## src/rtl/ymux_pkg.sv

```systemverilog
// Shared definitions for the ymux_rr_arb registered arbitrating multiplexer.
//   MODE_RR    : round-robin arbitration (pointer advances on each accepted word)
//   MODE_FIXED : fixed priority, lowest channel index wins
//   onehot2idx : converts a one-hot vector (up to 32 bits) to its bit index
package ymux_pkg;

    localparam int MODE_RR    = 0;
    localparam int MODE_FIXED = 1;

    // OR-reduction of the set bit positions. The argument is one-hot or zero,
    // so no priority chain is needed. A zero vector maps to index 0.
    function automatic int onehot2idx(input logic [31:0] oh);
        int idx;
        idx = 0;
        for (int i = 0; i < 32; i++) begin
            if (oh[i]) begin
                idx = idx | i;
            end
        end
        return idx;
    endfunction

endpackage

```

## src/rtl/ymux_rr_pick.sv

```systemverilog
// Combinational grant picker for ymux_rr_arb.
//   req     in   N      request vector (channel valid bits)
//   last    in   SELW   index of the most recently granted channel
//   gnt     out  N      one-hot grant, zero when req is zero
//   gnt_idx out  SELW   index of the granted channel
// Round-robin searches last+1, last+2, ... wrapping; fixed mode ignores last
// and grants the lowest requesting index.
module ymux_rr_pick
    import ymux_pkg::*;
#(
    parameter int N    = 4,
    parameter int MODE = MODE_RR,
    parameter int SELW = $clog2(N)
) (
    input  logic [N-1:0]    req,
    input  logic [SELW-1:0] last,
    output logic [N-1:0]    gnt,
    output logic [SELW-1:0] gnt_idx
);

    logic [N-1:0]   mask;
    logic [2*N-1:0] dbl;
    logic [2*N-1:0] dbl_first;

    // Low half holds only requests above the pointer; high half holds all of
    // them. The lowest set bit of the concatenation is therefore the first
    // requester after the pointer, falling back to the wrapped search.
    // In fixed mode the mask is empty, which leaves a plain lowest-index pick.
    always_comb begin
        mask = '0;
        for (int i = 0; i < N; i++) begin
            mask[i] = (MODE == MODE_RR) && (i > int'(last));
        end
        dbl       = {req, req & mask};
        dbl_first = dbl & ~(dbl - (2*N)'(1));
        gnt       = dbl_first[2*N-1:N] | dbl_first[N-1:0];
        gnt_idx   = SELW'(onehot2idx(32'(gnt)));
    end

endmodule

```

## src/rtl/ymux_rr_arb.sv

```systemverilog
// Registered N-channel arbitrating multiplexer with valid/ready on every port.
//   clk        in   1       rising-edge clock
//   reset_n    in   1       asynchronous active-low reset
//   in_data    in   N*SIZE  channel i at bits [i*SIZE +: SIZE]
//   in_valid   in   N       channel i offers data
//   in_ready   out  N       channel i accepted this cycle (one-hot or zero)
//   out_data   out  SIZE    registered data of the accepted channel
//   out_sel    out  SELW    channel index held in out_data
//   out_valid  out  1       out_data is valid
//   out_ready  in   1       consumer takes out_data this cycle
// A single output register is loaded whenever it is empty or draining, so
// back-to-back transfers run at one word per cycle.
module ymux_rr_arb
    import ymux_pkg::*;
#(
    parameter int SIZE = 32,
    parameter int N    = 4,
    parameter int MODE = MODE_RR,
    parameter int SELW = $clog2(N)
) (
    input  logic              clk,
    input  logic              reset_n,
    input  logic [N*SIZE-1:0] in_data,
    input  logic [N-1:0]      in_valid,
    output logic [N-1:0]      in_ready,
    output logic [SIZE-1:0]   out_data,
    output logic [SELW-1:0]   out_sel,
    output logic              out_valid,
    input  logic              out_ready
);

    logic            can_load;
    logic            load;
    logic [N-1:0]    gnt;
    logic [SELW-1:0] gnt_idx;
    logic [SELW-1:0] last;
    logic [SIZE-1:0] mux_data;

    assign can_load = !out_valid || out_ready;
    assign load     = can_load && (|in_valid);
    assign in_ready = gnt & {N{can_load}};

    ymux_rr_pick #(
        .N    (N),
        .MODE (MODE),
        .SELW (SELW)
    ) u_pick (
        .req     (in_valid),
        .last    (last),
        .gnt     (gnt),
        .gnt_idx (gnt_idx)
    );

    // AND-OR mux: only the granted channel contributes, so an X on an idle
    // channel never reaches the register.
    always_comb begin
        mux_data = '0;
        for (int i = 0; i < N; i++) begin
            mux_data = mux_data | (in_data[i*SIZE +: SIZE] & {SIZE{gnt[i]}});
        end
    end

    always_ff @(posedge clk or negedge reset_n) begin
        if (!reset_n) begin
            out_valid <= 1'b0;
            out_data  <= '0;
            out_sel   <= '0;
            last      <= SELW'(N - 1);
        end else if (load) begin
            out_valid <= 1'b1;
            out_data  <= mux_data;
            out_sel   <= gnt_idx;
            if (MODE == MODE_RR) begin
                last <= gnt_idx;
            end
        end else if (out_ready) begin
            // Reaching here with out_ready set means no channel was valid.
            out_valid <= 1'b0;
        end
    end

endmodule

```

## config.mk

```make
export PLATFORM = sky130hd
export DESIGN_NAME = ymux_rr_arb
export DESIGN_NICKNAME = d
export VERILOG_FILES = /design/src/rtl/ymux_pkg.sv /design/src/rtl/ymux_rr_pick.sv /design/src/rtl/ymux_rr_arb.sv
export SDC_FILE = /design/constraint.sdc
export NUM_CORES = 1
export LEC_CHECK = 0
export CAP_MARGIN = 20
export CELL_PAD_IN_SITES_DETAIL_PLACEMENT = 1
export CELL_PAD_IN_SITES_GLOBAL_PLACEMENT = 1
export CORE_AREA = 2 2 110 101
export DETAILED_ROUTE_END_ITERATION = 8
export DIE_AREA = 0 0 112 103
export GPL_TIMING_DRIVEN = 0
export PLACE_DENSITY = 0.83
export SLEW_MARGIN = 20
export SYNTH_ARGS = -nofsm -noshare
export SYNTH_HDL_FRONTEND = slang
export SYNTH_SLANG_ARGS = --single-unit
```

## constraint.sdc

```tcl
create_clock -name clk -period 2.9 [get_ports clk]
set_input_delay 0.87 -clock clk [delete_from_list [all_inputs] [get_ports clk]]
set_output_delay 0.87 -clock clk [all_outputs]
set_load 0.05 [all_outputs]
```

==> out/metrics.csv <==
metric,value,unit
worst reg2reg setup slack,0.80,ns
Max IR drop VDD,275,uV
Area Overhead vs Synth,94.3,%
Post-Route WL,12.1,mm
Max Root-Sink Buffers,2,
setup TNS,0,ns
hold endpoint,out_sel[0]$_DFFE_PN0P_,
Worst Setup End Kind,primary output,
root buf cell,clkbuf_16,
drt first pass iters,4,
Synth Flop Type,dfrtp_1,
die width,112,um
hold_buf cts,0,
fraction of layout cells with a size suffix above 1,17.1,%
R2R Path Start,last[1]$_DFFE_PN1P_,
worst slew pin tran,0.575,ns
Post-DP HPWL,9.05,mm
Setup Skew,0.00212,ns
#FFs+latches synth,37,
"critical path fanouts, max",6,
Final Util,44.8,%
final antenna-violating net count,0,
Final Power,2.90,mW
Max Cap Viol,0,
DR vias/cell,5.29,
initial core utilization,23.0,%
antenna violations before repair,0,
htree depth,2,
first-pass GRT wire length,18.7,mm
Synth top cells by count,"35 x dfrtp_1, 35 x nor2_1, 34 x nand3_1",
count of cell types in the netlist,26,
reg2reg path depth,8,
Pleak,1.76,nW
# setup viols final,0,
# DRC,0,
Syn Inst Count,270,
largest net degree at the start of global routing,22,
max frequency,349,MHz
grt total ovfl,0,
Overall Global Routing Usage,20.5,%
critical path startpoint category,input port,
"Seq/Total Area, Yosys",38.2,%
Core Box Area,0.0105,mm^2
Routed WL per cell,20.2,um
PD cells,614,mW/mm^2
# rows,36,
"Cell Count, Final, Fillers Out",601,
RSZ-0062 raised after global routing,false,
Via Count,3179,
Die H,103,um
Layout Nets,602,
Hold Fails Final Rpt,0,
Hold Crit Class,reg -> reg,
CTS buffer count,5,
Final Max Slew Viols,0,
number of global-route vias before repair,3468,
Netlist Area Pre-Place,0.00243,mm^2
yosys warns,0,
"Net Count, Synth",405,
Placer Congestion,0.754,
Sink Count,37,
Worst EP required,2.03,ns
Ports,174,
Synth area leaders,"dfrtp_1 36%, a32oi_1 12%, a41oi_1 12%",
DRT iter0 DRCs,96,
status,finished clean,
HP Start,out_sel[0]$_DFFE_PN0P_,
die area,0.0115,mm^2
TritonCTS clock tree,built,
ys async rst share,100,%
mean post-synth cell area,8.99,um^2
Synth area leader,dfrtp_1,
crit path DAT,1.99,ns
Inst Count DP,577,
Post-synth EDFFs,0,
FF-to-FF End,out_data[15]$_DFFE_PN0P_,
clock latency on the worst-skew pair,0.28,ns
Yosys top cell area share,36.1,%
final period utilization,98.8,%
Max transition margin,61.6,%
worst hold stages,2,
Worst-path clk slew,0.06,ns
Tmin final,2.86,ns
critical path type,in -> out,
n_diodes,0,
IO buf count,173,
[stage by stage]
stage	cell area (um^2)	hold slack [ns]	worst slack, ns
floorplan	2440	0.495	-0.0329
global route	4720	0.531	0.000897
detailed placement	4360	0.479	-1.39
global placement	4340	0.468	-1.37
finish	4720	0.490	0.0358
CTS	4700	0.492	0.0129
[metal layers]
metal	vias to the layer above	wire length [um]	GRT usage, %
met1	1567	4980	24.4
li1	1488	-	-
met2	113	6320	38.7
met4	0	119	3.28
met3	11	723	4.88
met5	-	0	0
[placed cells by master, fill, tap and decap left out, drive strengths merged]
| master | netlist | layout |
|---|---|---|
| a41oi | 32 | 32 |
| nand3 | 34 | 34 |
| clkdlybuf4s50 | 0 | 164 |
| or2 | 1 | 1 |
| a22oi | 1 | 1 |
| nor2 | 35 | 35 |
| o211a | 1 | 1 |
| dfrtp | 35 | 35 |
| nand2b | 3 | 3 |
| and2 | 1 | 1 |
| a32oi | 32 | 32 |
| clkinvlp | 0 | 1 |
| o21bai | 1 | 1 |
| o221ai | 1 | 1 |
| and3 | 2 | 2 |
| a21o | 1 | 1 |
| buf | 29 | 54 |
| o311ai | 1 | 1 |
| clkinv | 0 | 2 |
| nand2 | 4 | 4 |
| o21ai | 5 | 5 |
| a21oi | 3 | 3 |
| or3 | 2 | 2 |
| a31oi | 32 | 32 |
| nor2b | 4 | 4 |
| dfstp | 2 | 2 |
| clkbuf | 8 | 14 |
[worst max-delay path, stage by stage]
cell and delay [ns]:
buf_2 0.11, buf_6 0.12, or3_4 0.34, o221ai_4 0.09, buf_6 0.14, and3_4 0.18
buf_8 0.14
[cell families after synthesis]
| group | after synthesis | synth area share (%) |
|---|---|---|
| buffers and inverters | 37 | 9.22 |
| flip-flops | 37 | 38.2 |
| AND/OR/NAND/NOR | 86 | 16.4 |
| AO/OA/AOI/OAI | 110 | 36.2 |
[report_power, final]
part           internal [mW]  switching (mW)  leakage (nW)
Sequential             0.639          0.0704         0.423
Combinational          0.678           0.967          1.26
Clock                  0.316           0.225        0.0696
Total                   1.63            1.26          1.76
[flip-flops by register name (all words and copies together) (netlist names)]
signal / cells
out_data: 32
last: 2
out_valid: 1
out_sel: 2
[cell type report]
cell class / count / area (um^2)
Buffer: 36 / 262
Clock buffer: 5 / 125
Clock inverter: 3 / 17.5
Fill cell: 1229 / 5820
Multi-Input combinational cell: 196 / 1330
Sequential cell: 37 / 928
Tap cell: 133 / 166
Timing Repair Buffer: 191 / 1890
[repair_timing]
item                                    CTS  global route
pin swaps                                 5             3
endpoints found under the setup margin    4             3
resized for setup                        68             2
setup buffers                            15             2
[worst max-delay path by stage]
stage                 from           to  slack [ns]  cells past startpoint
2_1_floorplan  in_valid[1]  in_ready[0]       -0.03                      6
3_3_place_gp   in_valid[3]  in_ready[1]       -1.37                      7
3_5_place_dp   in_valid[3]  in_ready[1]       -1.39                      7
4_1_cts        in_valid[0]  in_ready[1]        0.01                      7
5_1_grt        in_valid[0]  in_ready[1]      0.0009                      7
6_report       in_valid[0]  in_ready[1]        0.04                      7
Note: power is estimated with default switching activity, not from simulation.
